**src/rtl/nsf_sched_pkg.sv**
```systemverilog
// Shared definitions for the NSF play-routine scheduler: register map,
// FSM state encoding and control/status bit positions.
package nsf_sched_pkg;

  localparam logic [15:0] REG_PER_LO = 16'h42F0;
  localparam logic [15:0] REG_PER_HI = 16'h42F1;
  localparam logic [15:0] REG_CTRL   = 16'h42F2;
  localparam logic [15:0] REG_STATUS = 16'h42F3;
  localparam logic [15:0] REG_ACK    = 16'h42F4;
  localparam logic [15:0] REG_OVR    = 16'h42F5;

  typedef enum logic [1:0] {
    IDLE = 2'd0,
    INIT = 2'd1,
    RUN  = 2'd2
  } state_t;

  localparam int CTRL_RUN_EN  = 0;
  localparam int CTRL_INIT_GO = 1;
  localparam int CTRL_IRQ_EN  = 3;

endpackage

```
**src/rtl/nsf_tick_gen.sv**
```systemverilog
// Microsecond prescaler plus period down-counter producing the PLAY tick.
// While disabled the counter tracks the period register so RUN entry starts a fresh interval.
module nsf_tick_gen #(
  parameter int CLK_DIV = 50
) (
  input  logic        clk,
  input  logic        rst,
  input  logic        en,
  input  logic [15:0] period,
  output logic        play_tick
);

  localparam logic [7:0] US_LAST = 8'(CLK_DIV - 1);

  logic [7:0]  us_cnt_r;
  logic [15:0] per_cnt_r;
  logic        us_tick_s;

  assign us_tick_s = en & (us_cnt_r == US_LAST);
  assign play_tick = us_tick_s & (per_cnt_r == 16'd1);

  // Prescaler: one us_tick every CLK_DIV cycles, parked at zero outside RUN
  always_ff @(posedge clk or posedge rst) begin
    if (rst) begin
      us_cnt_r <= 8'd0;
    end else if (!en || us_tick_s) begin
      us_cnt_r <= 8'd0;
    end else begin
      us_cnt_r <= us_cnt_r + 8'd1;
    end
  end

  // Period counter: load on entry, reload on play_tick; a zero count holds forever
  always_ff @(posedge clk or posedge rst) begin
    if (rst) begin
      per_cnt_r <= 16'd0;
    end else if (!en || play_tick) begin
      per_cnt_r <= period;
    end else if (us_tick_s && (per_cnt_r != 16'd0)) begin
      per_cnt_r <= per_cnt_r - 16'd1;
    end else begin
      per_cnt_r <= per_cnt_r;
    end
  end

endmodule

```
**src/rtl/nsf_play_sched.sv**
```systemverilog
// NSF play scheduler top: register file, IDLE/INIT/RUN sequencer and the
// pending/overrun handshake that drives player ROM mapping and the play IRQ.
module nsf_play_sched
  import nsf_sched_pkg::*;
#(
  parameter int          CLK_DIV    = 50,
  parameter logic [15:0] PERIOD_RST = 16'h40FF
) (
  input  logic        clk,
  input  logic        rst,
  input  logic        bus_we,
  input  logic        bus_rd,
  input  logic [15:0] bus_addr,
  input  logic [7:0]  bus_din,
  output logic [7:0]  bus_dout,
  output logic        bus_oe,
  output logic        player_map,
  output logic        irq,
  output logic [1:0]  state_o
);

  state_t      state_r, state_d;
  logic [15:0] period_r;
  logic        run_en_r, irq_en_r;
  logic        pending_r, pending_d;
  logic [7:0]  ovr_cnt_r;
  logic        ovr_sticky_r;
  logic        ovr_hit_s;

  logic wr_ctrl_s, ack_s, wr_ovr_s, go_s, stop_s;
  logic tick_en_s, play_tick_s;

  assign wr_ctrl_s = bus_we & (bus_addr == REG_CTRL);
  assign ack_s     = bus_we & (bus_addr == REG_ACK);
  assign wr_ovr_s  = bus_we & (bus_addr == REG_OVR);
  assign go_s      = wr_ctrl_s & bus_din[CTRL_RUN_EN] & bus_din[CTRL_INIT_GO];
  assign stop_s    = wr_ctrl_s & ~bus_din[CTRL_RUN_EN];

  // run_en is always set in RUN; gating on it keeps the tick source tied to the stored enable
  assign tick_en_s = (state_r == RUN) & run_en_r;

  nsf_tick_gen #(
    .CLK_DIV (CLK_DIV)
  ) u_tick_gen (
    .clk       (clk),
    .rst       (rst),
    .en        (tick_en_s),
    .period    (period_r),
    .play_tick (play_tick_s)
  );

  // Sequencer next state; a run_en=0 write wins from any state
  always_comb begin
    state_d = state_r;
    case (state_r)
      IDLE: begin
        if (go_s) state_d = INIT;
        else      state_d = IDLE;
      end
      INIT: begin
        if (stop_s)     state_d = IDLE;
        else if (ack_s) state_d = RUN;
        else            state_d = INIT;
      end
      RUN: begin
        if (stop_s)    state_d = IDLE;
        else if (go_s) state_d = INIT;
        else           state_d = RUN;
      end
      default: state_d = IDLE;
    endcase
  end

  // Pending handshake: a tick beats a simultaneous ack, leaving RUN drops the request
  always_comb begin
    pending_d = 1'b0;
    ovr_hit_s = 1'b0;
    if ((state_r == RUN) && (state_d == RUN)) begin
      if (play_tick_s) begin
        pending_d = 1'b1;
        ovr_hit_s = pending_r & ~ack_s;
      end else if (ack_s) begin
        pending_d = 1'b0;
      end else begin
        pending_d = pending_r;
      end
    end else begin
      pending_d = 1'b0;
    end
  end

  // State and handshake registers
  always_ff @(posedge clk or posedge rst) begin
    if (rst) begin
      state_r   <= IDLE;
      pending_r <= 1'b0;
    end else begin
      state_r   <= state_d;
      pending_r <= pending_d;
    end
  end

  // CPU-writable configuration
  always_ff @(posedge clk or posedge rst) begin
    if (rst) begin
      period_r <= PERIOD_RST;
      run_en_r <= 1'b0;
      irq_en_r <= 1'b0;
    end else if (bus_we) begin
      if (bus_addr == REG_PER_LO) period_r[7:0]  <= bus_din;
      if (bus_addr == REG_PER_HI) period_r[15:8] <= bus_din;
      if (bus_addr == REG_CTRL) begin
        run_en_r <= bus_din[CTRL_RUN_EN];
        irq_en_r <= bus_din[CTRL_IRQ_EN];
      end
    end
  end

  // Overrun bookkeeping; a CPU clear takes priority over a same-cycle overrun
  always_ff @(posedge clk or posedge rst) begin
    if (rst) begin
      ovr_cnt_r    <= 8'd0;
      ovr_sticky_r <= 1'b0;
    end else if (wr_ovr_s) begin
      ovr_cnt_r    <= 8'd0;
      ovr_sticky_r <= 1'b0;
    end else if (ovr_hit_s) begin
      ovr_sticky_r <= 1'b1;
      if (ovr_cnt_r != 8'hFF) ovr_cnt_r <= ovr_cnt_r + 8'd1;
    end
  end

  // Combinational read mux; the bus floats high when not selected
  always_comb begin
    bus_oe   = 1'b0;
    bus_dout = 8'hFF;
    if (bus_rd && (bus_addr == REG_STATUS)) begin
      bus_oe   = 1'b1;
      bus_dout = {5'd0, ovr_sticky_r, (state_r == INIT), pending_r};
    end else if (bus_rd && (bus_addr == REG_OVR)) begin
      bus_oe   = 1'b1;
      bus_dout = ovr_cnt_r;
    end else begin
      bus_oe   = 1'b0;
      bus_dout = 8'hFF;
    end
  end

  assign player_map = (state_r != RUN) | pending_r;
  assign irq        = irq_en_r & pending_r & (state_r == RUN);
  assign state_o    = state_r;

endmodule
```
**config.mk**
```make
export PLATFORM = sky130hd
export DESIGN_NAME = nsf_play_sched
export DESIGN_NICKNAME = d
export VERILOG_FILES = /design/src/rtl/nsf_sched_pkg.sv /design/src/rtl/nsf_tick_gen.sv /design/src/rtl/nsf_play_sched.sv
export SDC_FILE = /design/constraint.sdc
export NUM_CORES = 1
export LEC_CHECK = 0
export CORE_UTILIZATION = 40
export DETAILED_ROUTE_END_ITERATION = 10
export PLACE_DENSITY = 0.67
export SYNTH_ARGS = -nofsm -noshare
export SYNTH_HDL_FRONTEND = slang
export SYNTH_SLANG_ARGS = --single-unit
```
**constraint.sdc**
```tcl
create_clock -name clk -period 5.15 [get_ports clk]
set_input_delay 0.7725 -clock clk [delete_from_list [all_inputs] [get_ports clk]]
set_output_delay 0.7725 -clock clk [all_outputs]
set_load 0.1 [all_outputs]
```
==> run metrics, run 1 <==
CTS hold repair buffers=0; pin count of the biggest net entering global routing=55; Synth Register Bits=54; Final Setup Violations=0; portion of total power attributed to the clock network=35.4%; H-tree depth reported by CTS=2; initial standard-cell utilization of the core=41.50%; total congestion overflow=0; worst clock skew on the final layout=0.009734 ns; detailed-routing iteration count for the pre-antenna-repair pass=5; DRC marker count from the first detailed-route iteration=136; areal power density over the cells=203.9 nW/µm²; status=finished, final reports clean; critical path's top delay family=simple AND/OR/NAND/NOR gates; Critical R2R Capture=u_tick_gen.per_cnt_r[13]$_DFFE_PP0P_; worst path required time=4.38 ns; count of input and output buffers=40; min-delay src=period_r[8]$_DFFE_PP0P_; reg-to-reg critical path startpoint=u_tick_gen.us_cnt_r[1]$_DFF_PP0_; clock root cell=sky130_fd_sc_hd__clkbuf_8; kind of launch point of the worst setup path=primary input; most area-hungry cell type in the Yosys netlist=sky130_fd_sc_hd__dfrtp_1; layout cells sized above 1=14.61%; most frequent cells in the layout=sky130_fd_sc_hd__dfrtp_1 (45), sky130_fd_sc_hd__nand2_1 (34), sky130_fd_sc_hd__clkdlybuf4s50_1 (31); fraction of registers with async set or reset after synthesis=100.0%; Max stage delay on crit path=0.49 ns; first-pass GRT wire length=11920 µm; P_sw=168.8 µW; area growth from synthesis to layout=18.50%; count of maximum capacitance violations=0; worst-case reg-to-reg path depth=7; DR vias/cell=5.574; count of endpoints failing hold in the final timing report=0; clock buffer count from CTS=5; Synth Flop Type=sky130_fd_sc_hd__dfrtp_1; worst setup path category=primary input to output pin; clock tree from TritonCTS=built; worst-case vdd ir drop=0.1219 mV; Total Nets Final=388; DRC viols=0; RSZ-0062 raised after global routing=no; arrival time worst endpoint=2.95 ns; stages on the worst setup path=6; leading cell types by total area after synthesis=sky130_fd_sc_hd__dfrtp_1 (37%), sky130_fd_sc_hd__dfstp_2 (7.9%), sky130_fd_sc_hd__mux2_2 (6.0%); chain of cells forming the critical path=clkdlybuf4s50_1, or3b_2, nor4_1, and2_1, a21boi_0, buf_4; shortest period the worst path allows=3.718 ns; final weighted congestion of routability-driven global placement=0.8025; cell area after synthesis=3010 µm²; Yosys warning total=0; CP max stage cell=sky130_fd_sc_hd__clkdlybuf4s50_1; Post-Syn Instances=320; Worst Setup End Kind=output pin; transition at the pin with the smallest max-transition slack=1.025 ns; share of the synthesized area in the top cell type=37.41%; nets in the synthesized netlist=353; most common cell after layout, fill and taps aside=sky130_fd_sc_hd__dfrtp_1; clock edge transition at the registers on the reported setup and hold paths=0.10 ns; Num Clock Sinks=54; Die Y-Extent=88.75 µm; achievable frequency=269.0 MHz; placeable core region=7253 µm²; total negative setup slack=0 ns; fraction of the core area covered by cells at the end of the flow=49.18%; Die Area=7877 µm²; share of total power in sequential cells=58.4%; Hold Crit Class=flop to flop; final worst-path cycle share=72.19%; Synth Area per Inst=9.407 µm²; Rows=31; Unique masters post-synth=51; antenna diode count=0; design internal power=558.5 µW; Setup Fix Bufs, Post-CTS=0; number of antenna violations at the first check in global routing=0; slew margin rel.=31.67%; number of global-route vias before repair=2427; sum of buffers and inverters on the critical path=2; number of enable-type register cells in the synthesized netlist=0; Hold Path Sink=period_r[8]$_DFFE_PP0P_; minimum setup slack among reg-to-reg paths=2.16 ns; drt total wl=6961 µm; sequential fraction of the synthesis area=45.26%; Final Slew Violations=0; Resized Gates After CTS=0; Clock Path Buffers=2; Total GRT Usage=19.66%; static leakage=0.001482 µW; switching part of the total power=23.20%; dpl hpwl=4967 µm; WHS Path Cells=2; via count=2536; Combinational Power Share=6.2%; worst skew pair latency=0.31 ns; maximum fanout encountered on the critical timing path=9; ports placed on the boundary=41; count of nets left with antenna violations after detail routing=0; start point of the critical path=bus_addr[0]; die boundary width=88.75 µm; per-cell routed wire length=15.30 µm
power by group through the flow:
stage | sequential, µW | combinational, µW | clock, µW
after floorplan | 434 | 16.0 | 0
after global placement | 433 | 45.0 | 0
after detailed placement | 433 | 45.4 | 0
after CTS | 425 | 45.6 | 267
after global routing | 425 | 50.0 | 281
final | 425 | 44.8 | 258
cell usage after synthesis, drive strengths merged (2+ instances only):
library cell and instances:
mux2i 2, nand2 34, mux2 16, nand2b 3
and4 4, or4b 2, buf 2, dfstp 9
nand3b 4, o22ai 3, nor2 24, clkbuf 12
a21oi 10, a211oi 5, nand4 5, or3 8
o21ai 31, xnor2 7, and4b 2, nor2b 3
inv 11, nor3 13, nor3b 2, and3 6
ha 5, and2 2, a221o 5, nor4 10
xor2 5, o211ai 2, a32oi 2, nand3 8
or3b 2, dfrtp 45, or4 4, a22oi 2
worst max path at each step:
stage / end / slack, ns
2_1_floorplan: bus_oe / 0.25
3_3_place_gp: bus_oe / 1.46
3_5_place_dp: bus_oe / 1.45
4_1_cts: bus_oe / 1.43
5_1_grt: bus_oe / 1.32
6_report: bus_oe / 1.43
area by class of cell:
| type | count | area, µm² |
|---|---|---|
| fill | 677 | 3686 |
| timing repair buffer | 42 | 392.9 |
| inverter | 11 | 41.29 |
| multi-input combinational | 241 | 1546 |
| clock buffer | 6 | 82.58 |
| sequential | 54 | 1363 |
| tap | 99 | 123.9 |
| clock inverter | 2 | 17.52 |
stage by stage:
step	hold WS, ns	instances	cell area, µm²	worst slack (ns)	total power (µW)
2_1_floorplan	0.4444	320	3010	0.2473	449.6
3_3_place_gp	0.4674	447	3467	1.459	477.6
3_5_place_dp	0.4764	447	3467	1.447	478.1
4_1_cts	0.5030	455	3567	1.435	737.6
5_1_grt	0.5247	455	3567	1.323	756.4
6_report	0.4978	455	3567	1.432	727.2
registers in the layout, indices dropped and copies added, names as in the netlist:
signal / flops
ovr_cnt_r: 8
u_tick_gen.per_cnt_r: 16
u_tick_gen.us_cnt_r: 8
pending_r: 1
run_en_r: 1
irq_en_r: 1
period_r: 16
state_o: 2
ovr_sticky_r: 1
cells by family (layout without fill, tap and decap cells):
group                    after synthesis  count (layout)  synth area share [%]
AND/OR/NAND/NOR                      139             139                 25.31
AO/OA/AOI/OAI                         67              67                 13.84
flip-flops                            54              54                 45.26
buffers and inverters                 25              61                 3.366
multiplexers                          18              18                 6.650
XOR/XNOR                              12              12                 3.491
adder cells (fa/ha/maj)                5               5                 2.078
worst min-delay path, cell delays in order (launching register included):
cell and delay (ns):
sky130_fd_sc_hd__dfrtp_1 0.36, sky130_fd_sc_hd__nand2_1 0.05, sky130_fd_sc_hd__o21ai_0 0.06
metal layers:
| metal | track usage, % | wire length (µm) | share of wire (%) |
|---|---|---|---|
| met1 | 27.33 | 3246 | 47 |
| met3 | 3.358 | 343 | 4.9 |
| met4 | 5.718 | 94 | 1.4 |
| met5 | 0 | 0 | 0 |
| met2 | 31.47 | 3276 | 47 |
(Power assumes the default switching activity.)
==> run 2, diff against run 1 <==
==> constraint.sdc (replaced) <==
create_clock -name clk -period 3.75 [get_ports clk]
set_input_delay 0.5625 -clock clk [delete_from_list [all_inputs] [get_ports clk]]
set_output_delay 0.5625 -clock clk [all_outputs]
set_load 0.1 [all_outputs]
==> run metrics, run 2 (synthesis gave the netlist of run 1 again) <==
worst-case reg-to-reg path depth=7 (unchanged); achievable frequency=305.6 MHz; dpl hpwl=5144 µm (was 4967 µm); number of antenna violations at the first check in global routing=0 (unchanged); DRC viols=0 (unchanged); minimum setup slack among reg-to-reg paths=0.89 ns (was 2.16 ns); first-pass GRT wire length=12390 µm (was 11920 µm); Resized Gates After CTS=0 (unchanged); Critical R2R Capture=u_tick_gen.per_cnt_r[13]$_DFFE_PP0P_ (unchanged); die boundary width=88.75 µm (unchanged); fraction of the core area covered by cells at the end of the flow=50.46% (was 49.18%); Worst Setup End Kind=output pin (unchanged); number of global-route vias before repair=2640 (was 2427); worst-case vdd ir drop=0.1659 mV (was 0.1219 mV); RSZ-0062 raised after global routing=no (unchanged); final worst-path cycle share=87.27%; final weighted congestion of routability-driven global placement=0.8192 (was 0.8025); Hold Path Sink=period_r[8]$_DFFE_PP0P_ (unchanged); Total Nets Final=392 (was 388); FF/Latch Area=1363 µm² (unchanged); Total GRT Usage=20.10% (was 19.66%); static leakage=0.001533 µW (was 0.001482 µW); drt total wl=7013 µm (was 6961 µm); Final Setup Violations=0 (unchanged); Setup Fix Bufs, Post-CTS=0 (unchanged); count of nets left with antenna violations after detail routing=0 (unchanged); sum of buffers and inverters on the critical path=2 (unchanged); min-delay src=period_r[8]$_DFFE_PP0P_ (unchanged); via count=2574 (was 2536); total congestion overflow=0 (unchanged); area growth from synthesis to layout=21.57% (was 18.50%); Rows=31 (unchanged); chain of cells forming the critical path=clkdlybuf4s50_1, or3b_2, nor4_1, and2_1, a21boi_2, buf_12 (was clkdlybuf4s50_1, or3b_2, nor4_1, and2_1, a21boi_0, buf_4); Final Slew Violations=0 (unchanged); pin count of the biggest net entering global routing=53 (was 55); DRC marker count from the first detailed-route iteration=110 (was 136); worst path required time=3.19 ns (was 4.38 ns); slew margin rel.=29.62% (was 31.67%); placeable core region=7253 µm² (unchanged); count of maximum capacitance violations=0 (unchanged); worst clock skew on the final layout=0.006008 ns (was 0.009734 ns); worst skew pair latency=0.30 ns (was 0.31 ns); pre-CTS setup slack=0.4944 ns (was 1.447 ns); WHS Path Cells=2 (unchanged); clock edge transition at the registers on the reported setup and hold paths=0.10 ns (about the same); H-tree depth reported by CTS=2 (unchanged); clock root cell=sky130_fd_sc_hd__clkbuf_8 (unchanged); count of input and output buffers=40 (unchanged); initial standard-cell utilization of the core=41.50% (unchanged); ports placed on the boundary=41 (unchanged); setup ws final=0.4776 ns (was 1.432 ns); CP max stage cell=sky130_fd_sc_hd__clkdlybuf4s50_1 (unchanged); Num Clock Sinks=54 (unchanged); antenna diode count=0 (unchanged); areal power density over the cells=264.6 nW/µm² (was 203.9 nW/µm²); status=finished, final reports clean (unchanged); per-cell routed wire length=15.28 µm (was 15.30 µm); clock tree from TritonCTS=built (unchanged); most frequent cells in the layout=sky130_fd_sc_hd__dfrtp_1 (45), sky130_fd_sc_hd__nand2_1 (34), sky130_fd_sc_hd__clkdlybuf4s50_1 (30) (was sky130_fd_sc_hd__dfrtp_1 (45), sky130_fd_sc_hd__nand2_1 (34), sky130_fd_sc_hd__clkdlybuf4s50_1 (31)); CTS hold repair buffers=0 (unchanged); clock buffer count from CTS=5 (unchanged); kind of launch point of the worst setup path=primary input (unchanged); Fill cells=675 (was 677); count of endpoints failing hold in the final timing report=0 (unchanged); transition at the pin with the smallest max-transition slack=1.054 ns (was 1.025 ns); shortest period the worst path allows=3.272 ns; critical path's top delay family=simple AND/OR/NAND/NOR gates (unchanged); arrival time worst endpoint=2.71 ns (was 2.95 ns); area used by multi-input combinational logic=1550 µm² (was 1546 µm²); most common cell after layout, fill and taps aside=sky130_fd_sc_hd__dfrtp_1 (unchanged); Die Y-Extent=88.75 µm (unchanged); detailed-routing iteration count for the pre-antenna-repair pass=4 (was 5); DR vias/cell=5.608 (was 5.574); layout cells sized above 1=15.83% (was 14.61%); Hold Crit Class=flop to flop (unchanged); total negative setup slack=0 ns (unchanged); Clock Path Buffers=2 (unchanged); Max stage delay on crit path=0.49 ns (about the same); biggest registers after layout=period_r (16), u_tick_gen.per_cnt_r (16) (unchanged); Die Area=7877 µm² (unchanged); worst setup path category=primary input to output pin (unchanged); maximum fanout encountered on the critical timing path=9 (unchanged); reg-to-reg critical path startpoint=u_tick_gen.us_cnt_r[1]$_DFF_PP0_ (unchanged)
-- run 2: cell count changes in the layout (fill, tap and decap cells not counted), sizes merged --
cell,previous run,this run
buf,11,16
clkdlybuf4s50,31,30
-- run 2: worst max path at each step --
stage | startpoint | to | slack (ns) | cells after the start
2_1_floorplan | bus_addr[3] | bus_oe | 0.59 | 5
3_3_place_gp | bus_addr[0] | bus_oe | 0.54 | 6
3_5_place_dp | bus_addr[0] | bus_oe | 0.49 | 6
4_1_cts | bus_addr[0] | bus_oe | 0.48 | 6
5_1_grt | bus_addr[12] | bus_oe | 0.41 | 6
6_report | bus_addr[0] | bus_oe | 0.48 | 6
-- run 2: worst min-delay path, cell delays in order, from the launching register on --
cell and delay (ns):
sky130_fd_sc_hd__dfrtp_1 0.36, sky130_fd_sc_hd__nand2_1 0.05, sky130_fd_sc_hd__o21ai_0 0.06
-- run 2: metal layers --
metal  GRT usage, %  routed length (µm)  up-vias
met5              0                   0        -
met3          3.545                 224       12
met4          5.425                 123        0
met1          25.99                3203     1259
li1               -                   -     1250
met2          34.69                3463       53
-- run 2: stage by stage --
stage          cell area [µm²]  total power [µW]  hold slack (ns)  instances
2_1_floorplan             3014             617.6           0.4444        320
3_3_place_gp              3573             656.6           0.4627        451
3_5_place_dp              3573             657.6           0.4709        451
4_1_cts                   3660             977.0           0.4947        459
5_1_grt                   3660              1012           0.5232        459
6_report                  3660             968.4           0.4883        459
-- run 2: power breakdown --
group | internal, µW | switching (µW)
registers | 583 | 0.398
logic | 31.7 | 30.7
clock network | 132 | 190
-- run 2: final cells by class --
type,instances,area share [%]
multi-input combinational,241,42.36
sequential,54,37.23
clock inverter,2,0.3761
timing repair buffer,46,13.54
tap,99,3.385
clock buffer,6,1.983
inverter,11,1.128
==> run 3, diff against run 2 <==
--- a/config.mk
+++ b/config.mk
@@ -8,6 +8,7 @@
 export CORE_UTILIZATION = 40
 export DETAILED_ROUTE_END_ITERATION = 10
 export PLACE_DENSITY = 0.67
+export REMOVE_ABC_BUFFERS = 1
 export SYNTH_ARGS = -nofsm -noshare
 export SYNTH_HDL_FRONTEND = slang
 export SYNTH_SLANG_ARGS = --single-unit
==> run metrics, run 3 (synthesis gave the netlist of run 1 again) <==
worst-case vdd ir drop=0.1377 mV (was 0.1659 mV); Die Area=7877 µm² (unchanged); drt total wl=7220 µm (was 7013 µm); number of antenna violations at the first check in global routing=0 (unchanged); Combinational Power Share=6.1% (was 6.4%); clock buffer count from CTS=5 (unchanged); areal power density over the cells=279.4 nW/µm² (was 264.6 nW/µm²); Hold Crit Class=flop to flop (unchanged); share of total power in sequential cells=56.0% (was 60.2%); arrival time worst endpoint=2.59 ns (was 2.71 ns); status=finished, final reports clean (unchanged); worst hold slack=0.5008 ns (was 0.4883 ns); worst-case reg-to-reg path depth=7 (unchanged); Final Non-Filler Cells=461 (was 459); DRC viols=0 (unchanged); H-tree depth reported by CTS=2 (unchanged); via count=2636 (was 2574); worst clock skew on the final layout=0.006164 ns (was 0.006008 ns); CTS hold repair buffers=0 (unchanged); minimum setup slack among reg-to-reg paths=0.75 ns (was 0.89 ns); min-delay src=period_r[8]$_DFFE_PP0P_ (unchanged); Final Setup Violations=0 (unchanged); worst setup path category=primary input to output pin (unchanged); worst skew pair latency=0.32 ns (was 0.30 ns); pin count of the biggest net entering global routing=45 (was 53); final worst-path cycle share=84.06% (was 87.27%); reg-to-reg critical path startpoint=u_tick_gen.us_cnt_r[1]$_DFF_PP0_ (unchanged); count of endpoints failing hold in the final timing report=0 (unchanged); Final Slew Violations=0 (unchanged); count of input and output buffers=40 (unchanged); kind of launch point of the worst setup path=primary input (unchanged); Total GRT Usage=20.37% (was 20.10%); Rows=31 (unchanged); layout cells sized above 1=16.30% (was 15.83%); per-cell routed wire length=15.66 µm (was 15.28 µm); achievable frequency=317.2 MHz (was 305.6 MHz); first-pass GRT wire length=12340 µm (was 12390 µm); placed cells=453 (was 451); transition at the pin with the smallest max-transition slack=0.9709 ns (was 1.054 ns); most frequent cells in the layout=sky130_fd_sc_hd__dfrtp_1 (45), sky130_fd_sc_hd__nand2_1 (34), sky130_fd_sc_hd__clkdlybuf4s50_1 (30) (unchanged); Setup Fix Bufs, Post-CTS=0 (unchanged); clock edge transition at the registers on the reported setup and hold paths=0.09 ns (was 0.10 ns); final weighted congestion of routability-driven global placement=0.8180 (was 0.8192); Critical R2R Capture=u_tick_gen.per_cnt_r[13]$_DFFE_PP0P_ (unchanged); maximum fanout encountered on the critical timing path=3 (was 9); ports placed on the boundary=41 (unchanged); count of nets left with antenna violations after detail routing=0 (unchanged); Hold Path Sink=period_r[8]$_DFFE_PP0P_ (unchanged); switching part of the total power=22.09% (was 22.87%); Total Nets Final=394 (was 392); static leakage=0.001574 µW (was 0.001533 µW); biggest registers after layout=period_r (16), u_tick_gen.per_cnt_r (16) (unchanged); DRC marker count from the first detailed-route iteration=92 (was 110); initial standard-cell utilization of the core=41.50% (unchanged); Clock Path Buffers=2 (unchanged); portion of total power attributed to the clock network=38.0% (was 33.3%); clock tree from TritonCTS=built (unchanged); total congestion overflow=0 (unchanged); RSZ-0062 raised after global routing=no (unchanged); most common cell after layout, fill and taps aside=sky130_fd_sc_hd__dfrtp_1 (unchanged); detailed-routing iteration count for the pre-antenna-repair pass=5 (was 4); Num Clock Sinks=54 (unchanged); Resized Gates After CTS=0 (unchanged); Die Y-Extent=88.75 µm (unchanged); dpl hpwl=5116 µm (was 5144 µm); number of global-route vias before repair=2544 (was 2640); Worst Setup End Kind=output pin (unchanged); die boundary width=88.75 µm (unchanged); design internal power=812.1 µW (was 746.9 µW); count of maximum capacitance violations=0 (unchanged); P_sw=230.2 µW (was 221.5 µW); slew margin rel.=35.07% (was 29.62%); shortest period the worst path allows=3.152 ns (was 3.272 ns); area growth from synthesis to layout=23.94% (was 21.57%); worst path required time=3.19 ns (about the same); WHS Path Cells=2 (unchanged); DR vias/cell=5.718 (was 5.608); antenna diode count=0 (unchanged); placeable core region=7253 µm² (unchanged); clock root cell=sky130_fd_sc_hd__clkbuf_8 (unchanged)
[run 3: through the flow]
step | setup slack, ns | cell area [µm²] | utilization, % | setup TNS, ns | power [µW]
floorplan | -0.6299 | 2950 | - | -0.6299 | 616.7
global placement | 0.6143 | 3622 | 49.94 | 0 | 657.5
detailed placement | 0.6061 | 3622 | 49.94 | 0 | 658.4
CTS | 0.5946 | 3731 | 51.44 | 0 | 1055
global route | 0.4552 | 3731 | 51.44 | 0 | 1085
finish | 0.5979 | 3731 | 51.44 | 0 | 1042
[run 3: per-layer routing]
metal | track usage, % | share of wire [%] | vias up
met5 | 0 | 0 | -
met4 | 7.038 | 1.8 | 0
met3 | 3.172 | 3.2 | 12
met2 | 33.15 | 48 | 74
met1 | 27.64 | 47 | 1301
li1 | - | - | 1249
[run 3: final cells by class]
cell class / count / area, µm²
flip-flops and latches: 54 / 1363
well taps: 99 / 123.9
repair buffers: 48 / 548.0
clock inverters: 3 / 40.04
fillers: 694 / 3522
clock buffers: 5 / 68.82
inverters: 11 / 41.29
multi-input cells: 241 / 1546
[run 3: power by group through the flow]
stage               Clock (µW)  Sequential (µW)  Combinational [µW]
floorplan                    0              595                21.3
CTS                        408              583                64.4
global placement             0              594                63.3
global route               430              583                71.6
finish                     396              583                63.2
detailed placement           0              594                64.2
[run 3: worst max-delay path by stage]
stage / end / cells after the start / from / slack, ns
finish: bus_oe / 6 / bus_addr[0] / 0.60
floorplan: bus_oe / 4 / bus_addr[3] / -0.63
global route: bus_oe / 6 / bus_addr[0] / 0.46
detailed placement: bus_oe / 6 / bus_addr[0] / 0.61
global placement: bus_oe / 6 / bus_addr[0] / 0.61
CTS: bus_oe / 6 / bus_addr[0] / 0.59
[run 3: worst max-delay path: stages]
cell,delay (ns)
sky130_fd_sc_hd__clkdlybuf4s50_1,0.49
sky130_fd_sc_hd__or3b_2,0.44
sky130_fd_sc_hd__nor4_1,0.33
sky130_fd_sc_hd__and2_1,0.22
sky130_fd_sc_hd__a21boi_0,0.33
sky130_fd_sc_hd__buf_12,0.22
